File: config.mk
export PLATFORM = sky130hd
export DESIGN_NAME = sad_best_mv_tracker
export DESIGN_NICKNAME = d
export VERILOG_FILES = /design/src/rtl/sad_best_mv_tracker.sv
export SDC_FILE = /design/constraint.sdc
export NUM_CORES = 1
export LEC_CHECK = 0
export ABC_CLOCK_PERIOD_IN_PS = 9890
export BUFFER_PORTS_ARGS = -buffer_cell sky130_fd_sc_hd__buf_2
export CAP_MARGIN = 10
export CORE_ASPECT_RATIO = 0.75
export CORE_MARGIN = 2
export CORE_UTILIZATION = 57
export DETAILED_ROUTE_END_ITERATION = 7
export GPL_ROUTABILITY_DRIVEN = 0
export HOLD_SLACK_MARGIN = 0.06
export PLACE_DENSITY = 0.85
export SYNTH_ARGS = -nofsm -noshare
export SYNTH_HDL_FRONTEND = slang
export SYNTH_SLANG_ARGS = --single-unit
File: constraint.sdc
create_clock -name clk -period 9.89 [get_ports clk]
set_clock_uncertainty 0.05 [all_clocks]
set_input_delay 1.4835 -clock clk [delete_from_list [all_inputs] [get_ports clk]]
set_output_delay 1.4835 -clock clk [all_outputs]
set_load 0.01 [all_outputs]
File: src/rtl/sad_best_mv_tracker.sv
// Tracks per-sub-block minimum SAD and its search-window coordinates over one
// CTU search, then offers the four winners downstream via valid/ready.
module sad_best_mv_tracker #(
  parameter int SAD_W = 16,
  parameter int ROW_W = 7,
  parameter int COL_W = 5,
  parameter int CNT_W = 10
) (
  input  logic                 clk,
  input  logic                 rst,
  input  logic                 start,
  input  logic                 sad_valid,
  input  logic [SAD_W-1:0]     sad_in,
  input  logic [1:0]           cb_id,
  input  logic [ROW_W-1:0]     search_row,
  input  logic [COL_W-1:0]     search_col,
  input  logic                 search_done,
  output logic                 busy,
  output logic                 out_valid,
  input  logic                 out_ready,
  output logic [4*SAD_W-1:0]   best_sad,
  output logic [4*ROW_W-1:0]   best_row,
  output logic [4*COL_W-1:0]   best_col,
  output logic [4*CNT_W-1:0]   cand_cnt
);

  typedef enum logic [1:0] {
    IDLE  = 2'd0,
    TRACK = 2'd1,
    HOLD  = 2'd2
  } state_t;

  localparam logic [SAD_W-1:0] SAD_INIT = {SAD_W{1'b1}};
  localparam logic [CNT_W-1:0] CNT_MAX  = {CNT_W{1'b1}};

  state_t state;

  // Packed lane arrays flatten so that lane n lands at [n*W +: W].
  logic [3:0][SAD_W-1:0] sad_q;
  logic [3:0][ROW_W-1:0] row_q;
  logic [3:0][COL_W-1:0] col_q;
  logic [3:0][CNT_W-1:0] cnt_q;

  assign best_sad = sad_q;
  assign best_row = row_q;
  assign best_col = col_q;
  assign cand_cnt = cnt_q;

  always_ff @(posedge clk) begin
    if (rst) begin
      state     <= IDLE;
      busy      <= 1'b0;
      out_valid <= 1'b0;
      for (int k = 0; k < 4; k++) begin
        sad_q[k] <= SAD_INIT;
        row_q[k] <= '0;
        col_q[k] <= '0;
        cnt_q[k] <= '0;
      end
    end else begin
      case (state)
        IDLE: begin
          if (start) begin
            state <= TRACK;
            busy  <= 1'b1;
            for (int k = 0; k < 4; k++) begin
              sad_q[k] <= SAD_INIT;
              row_q[k] <= '0;
              col_q[k] <= '0;
              cnt_q[k] <= '0;
            end
          end
        end

        TRACK: begin
          // Strict less-than keeps the earliest candidate on ties, and an
          // all-ones SAD can never displace the initial value.
          if (sad_valid) begin
            if (sad_in < sad_q[cb_id]) begin
              sad_q[cb_id] <= sad_in;
              row_q[cb_id] <= search_row;
              col_q[cb_id] <= search_col;
            end
            if (cnt_q[cb_id] != CNT_MAX) begin
              cnt_q[cb_id] <= cnt_q[cb_id] + 1'b1;
            end
          end
          if (search_done) begin
            state     <= HOLD;
            out_valid <= 1'b1;
          end
        end

        HOLD: begin
          if (out_ready) begin
            state     <= IDLE;
            out_valid <= 1'b0;
            busy      <= 1'b0;
          end
        end

        default: begin
          state     <= IDLE;
          busy      <= 1'b0;
          out_valid <= 1'b0;
        end
      endcase
    end
  end

endmodule
* After elaboration in Yosys (flattened, before gate mapping)
Index checks and enable logic that the tools add are counted.
Storage, ports and cells: input bits 36, bits in latches 0, bits in read-only memories 0, memories 0, memory bits (writable) 0, register bits 156
Operators by class: eq/ne operators 9, shifts and indexed selects 0, multipliers 0, mux-type cells 41, bitwise operators 2, divide/modulo/power cells 0, $add $sub $neg 1, $lt $le $gt $ge 3, reduce and logical (&&, ||, !) cells 8
Operator list (count):
- $mux W64 | 3
- $pmux W64 S2 | 1
- $mux W40 | 3
- $mux W28 | 3
- $pmux W40 S2 | 1
- $bwmux W64 | 1
- $mux W20 | 3
- $pmux W28 S2 | 1
- $bwmux W40 | 1
- $pmux W20 S2 | 1
- $bmux W16 S2 | 1
- $demux W16 S2 | 1
- $mux W16 | 2
- $bwmux W28 | 1
- $bmux W10 S2 | 1
- $bwmux W20 | 1
- $demux W10 S2 | 1
- $mux W10 | 2
- $lt A16 B16 Y1 | 1
- $demux W7 S2 | 1
- $ne A2 B2 Y1 const B | 6
- $add A10 B1 Y10 const B | 1
- $demux W5 S2 | 1
- $ne A10 B10 Y1 const B | 1
- 16 further kinds | 25

* Depth between registers and ports, before layout
Gate-level depths: netlist of the first run.
depth after elaboration 8, mapped depth 15

* Worst setup path after synthesis of the first run
OpenSTA, ideal clock, no wires.
path kind input-to-reg, from in cb_id[0], to reg sad_q, in the netlist best_sad[10], buffers on the path 6, stages 15, setup slack 4.723 ns, arrival 5.000 ns, cells stage by stage buf_6 -> buf_6 -> buf_2 -> buf_1 -> mux4_2 -> inv_1 -> ha_1 -> a21o_1 -> a21o_1 -> a21oi_1 -> nor2b_1 -> or4b_1 -> buf_2 -> buf_6 -> o22a_1
On the way: longest elaborated chain between the ends 8
RTL lines:
- start: declaration | line 14 | input logic [1:0] cb_id,
- branches (longest 8 deep; another with $lt A16 B16 Y1)
- end signal: indexed assignment | line 80 | sad_q[cb_id] <= sad_in;
- end: declaration | line 39 | logic [3:0][SAD_W-1:0] sad_q;
Parallel ways; which one is timed is not known. The select of a mux whose other input is x is not followed. A chain may end at the register's enable or synchronous reset.

* Final worst setup path of the first run
from in cb_id[0], to reg row_q, in the netlist best_row[0]
On the way: longest elaborated chain between the ends 8
RTL lines:
- branches (longest 8 deep; another with $lt A16 B16 Y1)
- end signal: indexed assignment | line 81 | row_q[cb_id] <= search_row;
- end: declaration | line 40 | logic [3:0][ROW_W-1:0] row_q;
Parallel ways; which one is timed is not known. The select of a mux whose other input is x is not followed.

==> results of run 1 <==
[power by group]
part | switching [mW] | leakage, nW | internal [mW]
combinational | 0.0866 | 2.01 | 0.0382
sequential | 0.00652 | 1.26 | 0.635
clock | 0.277 | 0.290 | 0.406
[through the flow]
stage | instance area (um2) | hold slack [ns] | power, mW | utilization [%] | worst slack, ns
after CTS | 9000 | 0.418 | 1.45 | 70.1 | 4.97
after global routing | 9000 | 0.439 | 1.49 | 70.1 | 4.67
after global placement | 8390 | 0.395 | 0.775 | 65.4 | 4.60
after floorplan | 7420 | 0.431 | 0.733 | - | 4.72
final | 9000 | 0.411 | 1.45 | 70.1 | 4.93
after detailed placement | 8390 | 0.399 | 0.777 | 65.4 | 4.52
[tightest hold or removal path: stages, from the launching register on]
cell and delay, ns:
dfxtp_1 0.31, nand2_1 0.05, a21oi_1 0.05
[cell families (layout without fill, tap and decap cells)]
logic type | count (synthesis) | in the layout | synth area share [%]
simple gates | 235 | 235 | 17.2
xor+xnor | 7 | 7 | 0.827
buf+inv | 129 | 292 | 7.27
fa+ha+maj | 16 | 16 | 2.70
mux | 27 | 27 | 8.08
flops | 156 | 156 | 42.1
compound gates | 185 | 185 | 21.8
[synth_stat cells, types with 4 or more instances]
| cell type | number |
|---|---|
| nand2_1 | 23 |
| buf_2 | 10 |
| a22o_1 | 42 |
| o22a_1 | 16 |
| o21a_1 | 4 |
| ha_1 | 16 |
| o311ai_1 | 23 |
| xnor2_1 | 5 |
| buf_6 | 4 |
| and2_1 | 8 |
| nor2b_1 | 17 |
| nor3_1 | 6 |
| o221ai_1 | 4 |
| clkbuf_1 | 48 |
| o311ai_0 | 13 |
| inv_1 | 53 |
| buf_1 | 9 |
| mux4_2 | 25 |
| nand3_1 | 87 |
| a21oi_1 | 8 |
| o21ai_0 | 9 |
| dfxtp_1 | 156 |
| nor2_1 | 32 |
| nand4_1 | 38 |
| a32o_1 | 4 |
| o32a_1 | 48 |
[area by class of cell]
type                    instances  area (um2)  share of cell area [%]
clock inverters                13         166                    1.85
multi-input cells             470        3780                    42.0
repair buffers                206        1080                    12.0
well taps                     171         214                    2.38
inverters                      54         203                    2.25
flip-flops and latches        156        3120                    34.7
clock buffers                  19         443                    4.92
[sequential cells by signal, summed over array words and instances, names as in the netlist]
name	flops
cand_cnt	40
best_col	20
busy	1
out_valid	1
state	2
best_row	28
best_sad	64
[path summary, 6_finish.rpt]
kind	from	endpoint	slack (ns)
max	cb_id[0]	best_row[0]	4.93
min	out_valid	out_valid	0.41
max reg2reg	best_sad[54]	best_row[0]	6.36
min reg2reg	out_valid	out_valid	0.41
[routing by layer]
layer / part of all wire (%) / global-route usage, %
met1: 44 / 44.2
met2: 45 / 48.0
met3: 9.7 / 5.95
met4: 1.6 / 10.3
met5: 0 / 0
==> impl_metrics.env, run 1 <==
export IMPL_cts_repair_resizes=0
export IMPL_cpMostUsedCell="buf_4"
export IMPL_edff_count_synth=0
export IMPL_antenna_violating_nets_post_route=0
export IMPL_cts_tree="built"
export IMPL_cts_inserted_buffers=17
export IMPL_yosysSeqAreaShare_pct=42.1
export IMPL_finalWorstPathRequiredPeriod_ns=4.96
export IMPL_power_static_leakage_nw=3.56
export IMPL_critPathCaptureType="flip-flop"
export IMPL_max_clock_path_buffers=2
export IMPL_ctsRootBufferMaster="clkbuf_16"
export IMPL_synth_seq_cells=156
export IMPL_crit_path_top_delay_cell="o41ai_1"
export IMPL_mostFrequentLayoutCell="buf_2"
export IMPL_die_area_mm2=0.0139
export IMPL_ir_worst_vdd_uv=127
export IMPL_vias=7098
export IMPL_syn_nets=807
export IMPL_first_global_vias=6484
export IMPL_route_detailed_wl_per_inst_um=20.1
export IMPL_layout_cells_non_filler=1089
export IMPL_biggest_area_consumer_among_synthesized_cells="dfxtp_1"
export IMPL_antenna_violations_before_repair=0
export IMPL_tritoncts_num_sinks=156
export IMPL_report_final_setup_viol=0
export IMPL_number_of_max_slew_violations_in_the_final_report=0
export IMPL_startpoint_type="primary input"
export IMPL_max_slew_margin_rel_pct=29.4
export IMPL_dieHeight_um=103
export IMPL_detail_route_drc_violations=0
export IMPL_status="completed"
export IMPL_rows=36
export IMPL_synthArstFlopShare_pct=0
export IMPL_gr_usage_all_layers_pct=31.0
export IMPL_criticalPathCategory="in -> reg"
export IMPL_final_hold_violation_count=0
export IMPL_ctsHtreeMaxLevel=4
export IMPL_clk_pin_slew_ns=0.07
export IMPL_ys_dominant_reg_cell="dfxtp_1"
export IMPL_yosysUniqueCellTypes=58
export IMPL_class_of_the_most_critical_hold_timing_path="reg -> reg"
export IMPL_drive_above_1_share_pct=30.7
export IMPL_layout_cells_most_common_list="buf_2, dfxtp_1, nand3_1, inv_1, o32a_1"
export IMPL_holdBufCountCts=0
export IMPL_tightest_slew_ns=1.05
export IMPL_clkLatencyLatePin_ns=0.43
export IMPL_die_width_um=136
export IMPL_max_cap_violations=0
export IMPL_cp_max_stage_delay_ns=0.61
export IMPL_initial_utilization_pct=57.8
export IMPL_yosysTopAreaCellShare_pct=42.1
export IMPL_dpl_hpwl_um=14100
export IMPL_power_per_cell_area_mw_per_mm2=161
export IMPL_critPathBufInv=4
export IMPL_core_region_area_mm2=0.0128
export IMPL_netlist_instances=755
export IMPL_tns_ns=0
export IMPL_fin_nets=957
export IMPL_fill_count=991
export IMPL_place_port_buffers=189
export IMPL_post_detailed_route_via_to_cell_ratio=6.52
export IMPL_route_final_wire_length_um=21900
export IMPL_grt_overflow_total=0
export IMPL_area_growth_syn_to_layout_pct=21.4
export IMPL_post_cts_repair_setup_buffers=0
export IMPL_io_pin_count=190
export IMPL_rsz_0062_raised_after_global_routing="false"
export IMPL_crit_chain="buf_2, buf_4, mux4_2, inv_1, ha_1, o21ai_0, a21oi_1, o41ai_1, or3_1, buf_4, a31oi_1, a22o_1"
export IMPL_worstPathMaxFanout=39
export IMPL_cp_data_arrival_time_ns=5.23
export IMPL_grt_max_degree=86
export IMPL_cpLargestDelayFamily="compound AO/OA/AOI/OAI gates"
export IMPL_detailedRoute_firstPassIterationCount=5
export IMPL_final_period_utilization_pct=50.2
export IMPL_post_synth_cell_area_avg_um2=9.82
export IMPL_worst_r2r_cell_count=10
export IMPL_synth_top_area_cells="dfxtp_1, mux4_2, o32a_1"
export IMPL_netlist_area_mm2=0.00742
export IMPL_hold_path_depth=2
export IMPL_max_freq_mhz=201
export IMPL_place_detailed_instances=1057
export IMPL_worst_endpoint_required_ns=10.16
export IMPL_drt_iter0_drc=676
export IMPL_synth_yosys_warnings=0
export IMPL_worst_path_stages=12
export IMPL_grt_pass1_wl_um=33900
export IMPL_antenna_diode_count=0
(Power assumes the default switching activity.)
==> inputs of run 2 (changes only) <==
==> config.mk (replaced) <==
export PLATFORM = sky130hd
export DESIGN_NAME = sad_best_mv_tracker
export DESIGN_NICKNAME = d
export VERILOG_FILES = /design/src/rtl/sad_best_mv_tracker.sv
export SDC_FILE = /design/constraint.sdc
export NUM_CORES = 1
export LEC_CHECK = 0
export ABC_AREA = 1
export ABC_CLOCK_PERIOD_IN_PS = 3970
export BUFFER_PORTS_ARGS = -buffer_cell sky130_fd_sc_hd__buf_2
export CAP_MARGIN = 10
export CORE_ASPECT_RATIO = 0.75
export CORE_MARGIN = 2
export CORE_UTILIZATION = 48
export DETAILED_ROUTE_END_ITERATION = 7
export GPL_ROUTABILITY_DRIVEN = 0
export HOLD_SLACK_MARGIN = 0.06
export PLACE_DENSITY = 0.76
export SYNTH_ARGS = -nofsm -noshare
export SYNTH_HDL_FRONTEND = slang
export SYNTH_SLANG_ARGS = --single-unit
==> constraint.sdc (replaced) <==
create_clock -name clk -period 3.97 [get_ports clk]
set_clock_uncertainty 0.05 [all_clocks]
set_input_delay 0.5955 -clock clk [delete_from_list [all_inputs] [get_ports clk]]
set_output_delay 0.5955 -clock clk [all_outputs]
set_load 0.01 [all_outputs]
==> run 2 against run 1 <==
Die area is 17% higher. Via count increased by 9.5%. Global-route usage shrank 1.3 points. Critical path depth is 4 higher. Setup slack got worse by 4.2 ns. Synthesized area fell by 0.73%. Register-to-register slack worse by 5.2 ns. Cell area decreased by 0.13%. Critical path type unchanged. Clock power increased by 150%.
==> impl_metrics.env, run 2 <==
export IMPL_die_width_um=147
export IMPL_layout_cells_most_common_list="nand2_1, buf_2, dfxtp_1, nand4_1, a21oi_1"
export IMPL_dieHeight_um=111
export IMPL_register_area_mm2=0.00312
export IMPL_clk_pin_slew_ns=0.06
export IMPL_synth_yosys_warnings=0
export IMPL_grt_overflow_total=0
export IMPL_synth_seq_cells=156
export IMPL_route_detailed_wl_per_inst_um=18.8
export IMPL_detail_route_drc_violations=0
export IMPL_antenna_diode_count=0
export IMPL_gr_usage_all_layers_pct=29.7
export IMPL_edff_count_synth=0
export IMPL_yosysUniqueCellTypes=39
export IMPL_post_synth_cell_area_avg_um2=7.82
export IMPL_multi_input_comb_area_mm2=0.00374
export IMPL_worstSetupEndpoint="best_sad[17]"
export IMPL_power_per_cell_area_mw_per_mm2=473
export IMPL_max_freq_mhz=309
export IMPL_place_port_buffers=189
export IMPL_worst_path_stages=16
export IMPL_netlist_area_mm2=0.00736
export IMPL_cts_repair_resizes=0
export IMPL_cts_inserted_buffers=17
export IMPL_fin_nets=1150
export IMPL_class_of_the_most_critical_hold_timing_path="in -> reg"
export IMPL_criticalPathCategory="in -> reg"
export IMPL_biggest_area_consumer_among_synthesized_cells="dfxtp_1"
export IMPL_status="completed"
export IMPL_crit_path_top_delay_cell="inv_2"
export IMPL_grt_max_degree=91
export IMPL_cpLargestDelayFamily="simple AND/OR/NAND/NOR gates"
export IMPL_drt_iter0_drc=998
export IMPL_worst_endpoint_required_ns=4.17
export IMPL_detailedRoute_firstPassIterationCount=8
export IMPL_tritoncts_num_sinks=156
export IMPL_yosys_cell_count_top_type="nand2_1"
export IMPL_power_static_leakage_nw=3.92
export IMPL_layout_cells_non_filler=1316
export IMPL_area_growth_syn_to_layout_pct=22.1
export IMPL_vias=7769
export IMPL_yosysSeqAreaShare_pct=42.4
export IMPL_max_cap_violations=0
export IMPL_cpMostUsedCell="nor2_1"
export IMPL_critPathBufInv=3
export IMPL_hold_path_depth=3
export IMPL_rows=39
export IMPL_route_final_wire_length_um=24800
export IMPL_worst_r2r_cell_count=14
export IMPL_first_global_vias=6911
export IMPL_max_clock_path_buffers=2
export IMPL_finalWorstPathRequiredPeriod_ns=3.24
export IMPL_netlist_instances=941
export IMPL_tightest_slew_ns=1.16
export IMPL_syn_nets=993
export IMPL_max_slew_margin_rel_pct=22.6
export IMPL_r2r_start="best_sad[9]"
export IMPL_report_power_total_mw=4.25
export IMPL_ff2ff_setup_slack_ns=1.12
export IMPL_dpl_hpwl_um=16400
export IMPL_holdBufCountCts=0
export IMPL_clkLatencyLatePin_ns=0.43
export IMPL_core_region_area_mm2=0.0151
export IMPL_holdWs_ns=0.364
export IMPL_place_detailed_instances=1284
export IMPL_mostFrequentLayoutCell="nand2_1"
export IMPL_ctsRootBufferMaster="clkbuf_16"
export IMPL_critPathCaptureType="flip-flop"
export IMPL_number_of_flip_flops_under_the_largest_register_name=64
export IMPL_synthArstFlopShare_pct=0
export IMPL_worstSetupStartpoint="cb_id[0]"
export IMPL_drive_above_1_share_pct=26.3
export IMPL_ctsHtreeMaxLevel=4
export IMPL_fill_count=1401
export IMPL_yosysTopAreaCellShare_pct=42.4
export IMPL_ys_dominant_reg_cell="dfxtp_1"
export IMPL_rsz_0062_raised_after_global_routing="false"
export IMPL_synth_top_area_cells="dfxtp_1, nand2_1, nand4_1"
export IMPL_final_period_utilization_pct=81.6
export IMPL_crit_chain="buf_2, nand2_4, inv_2, a221oi_1, ha_1, a21oi_1, nor2_1, a211oi_1, nor2_1, nor2_1, nand2_1, nand2_4, nand3_2, buf_4, nand2_1, nand3_1"
export IMPL_initial_utilization_pct=48.7
export IMPL_number_of_max_slew_violations_in_the_final_report=0
export IMPL_cts_tree="built"
export IMPL_antenna_violating_nets_post_route=0
export IMPL_grt_pass1_wl_um=38600
export IMPL_report_final_setup_viol=0
export IMPL_worstPathMaxFanout=27
export IMPL_antenna_violations_before_repair=0
export IMPL_post_detailed_route_via_to_cell_ratio=5.90
export IMPL_finish_instance_area_mm2=0.00899
export IMPL_ir_worst_vdd_uv=371
export IMPL_die_area_mm2=0.0164
export IMPL_cp_data_arrival_time_ns=3.44
export IMPL_synth_top_cells_by_count="nand2_1, dfxtp_1, nand4_1, a21oi_1, nand3_1"
export IMPL_cp_max_stage_delay_ns=0.38
export IMPL_tns_ns=0
export IMPL_io_pin_count=190
export IMPL_post_cts_repair_setup_buffers=0
export IMPL_startpoint_type="primary input"
export IMPL_final_hold_violation_count=0
export IMPL_rr_endpoint="best_sad[17]"
export IMPL_place_area_mm2=0.00839
==> run 2: worst reg2reg max path, stage by stage (launching register included) <==
cell,delay (ns)
dfxtp_1,0.33
a22o_1,0.23
a221oi_1,0.24
ha_1,0.30
a21oi_1,0.14
nor2_1,0.05
a211oi_1,0.19
nor2_1,0.08
nor2_1,0.11
nand2_1,0.10
nand2_4,0.28
nand3_2,0.12
buf_4,0.28
nand2_1,0.11
nand3_1,0.08
==> run 2: final cells by class <==
| type | count | area share [%] |
|---|---|---|
| flip-flops and latches | 156 | 34.7 |
| clock inverters | 14 | 1.89 |
| repair buffers | 212 | 12.7 |
| well taps | 205 | 2.85 |
| clock buffers | 18 | 4.77 |
| inverters | 32 | 1.39 |
| multi-input cells | 679 | 41.6 |
==> run 2: power by group <==
part / switching [mW] / total (mW) / internal [mW]
Combinational: 0.546 / 0.818 / 0.272
Clock: 0.696 / 1.69 / 0.990
Sequential: 0.0879 / 1.75 / 1.66
Total: 1.33 / 4.25 / 2.92
==> run 2: worst min-delay path by stage <==
stage,startpoint,to,slack (ns)
2_1_floorplan,best_row[0],best_row[0],0.43
3_3_place_gp,best_row[22],best_row[22],0.40
3_5_place_dp,best_row[1],best_row[1],0.40
4_1_cts,search_done,out_valid,0.36
5_1_grt,start,busy,0.39
6_report,search_done,out_valid,0.36
==> run 2: stage by stage <==
| stage | setup slack, ns | utilization [%] |
|---|---|---|
| after floorplan | 0.800 | - |
| after global placement | 0.461 | 55.5 |
| after detailed placement | 0.354 | 55.5 |
| after CTS | 0.792 | 59.4 |
| after global routing | 0.528 | 59.4 |
| final | 0.729 | 59.4 |
==> run 2: cells by family (layout without fill, tap and decap cells) <==
| kind of cell | Yosys count | after routing | synth area share [%] |
|---|---|---|---|
| AO/OA/AOI/OAI | 157 | 157 | 13.1 |
| XOR/XNOR | 7 | 7 | 0.935 |
| adder cells (fa/ha/maj) | 16 | 16 | 2.72 |
| buffers and inverters | 106 | 276 | 6.88 |
| flip-flops | 156 | 156 | 42.4 |
| AND/OR/NAND/NOR | 499 | 499 | 34.0 |
==> run 2: metal layers <==
metal / track usage [%] / up-vias / part of all wire [%]
met4: 12.3 / 0 / 2.9
li1: - / 3640 / -
met2: 42.5 / 497 / 42
met1: 43.5 / 3573 / 44
met3: 6.01 / 59 / 11
met5: 0 / - / 0
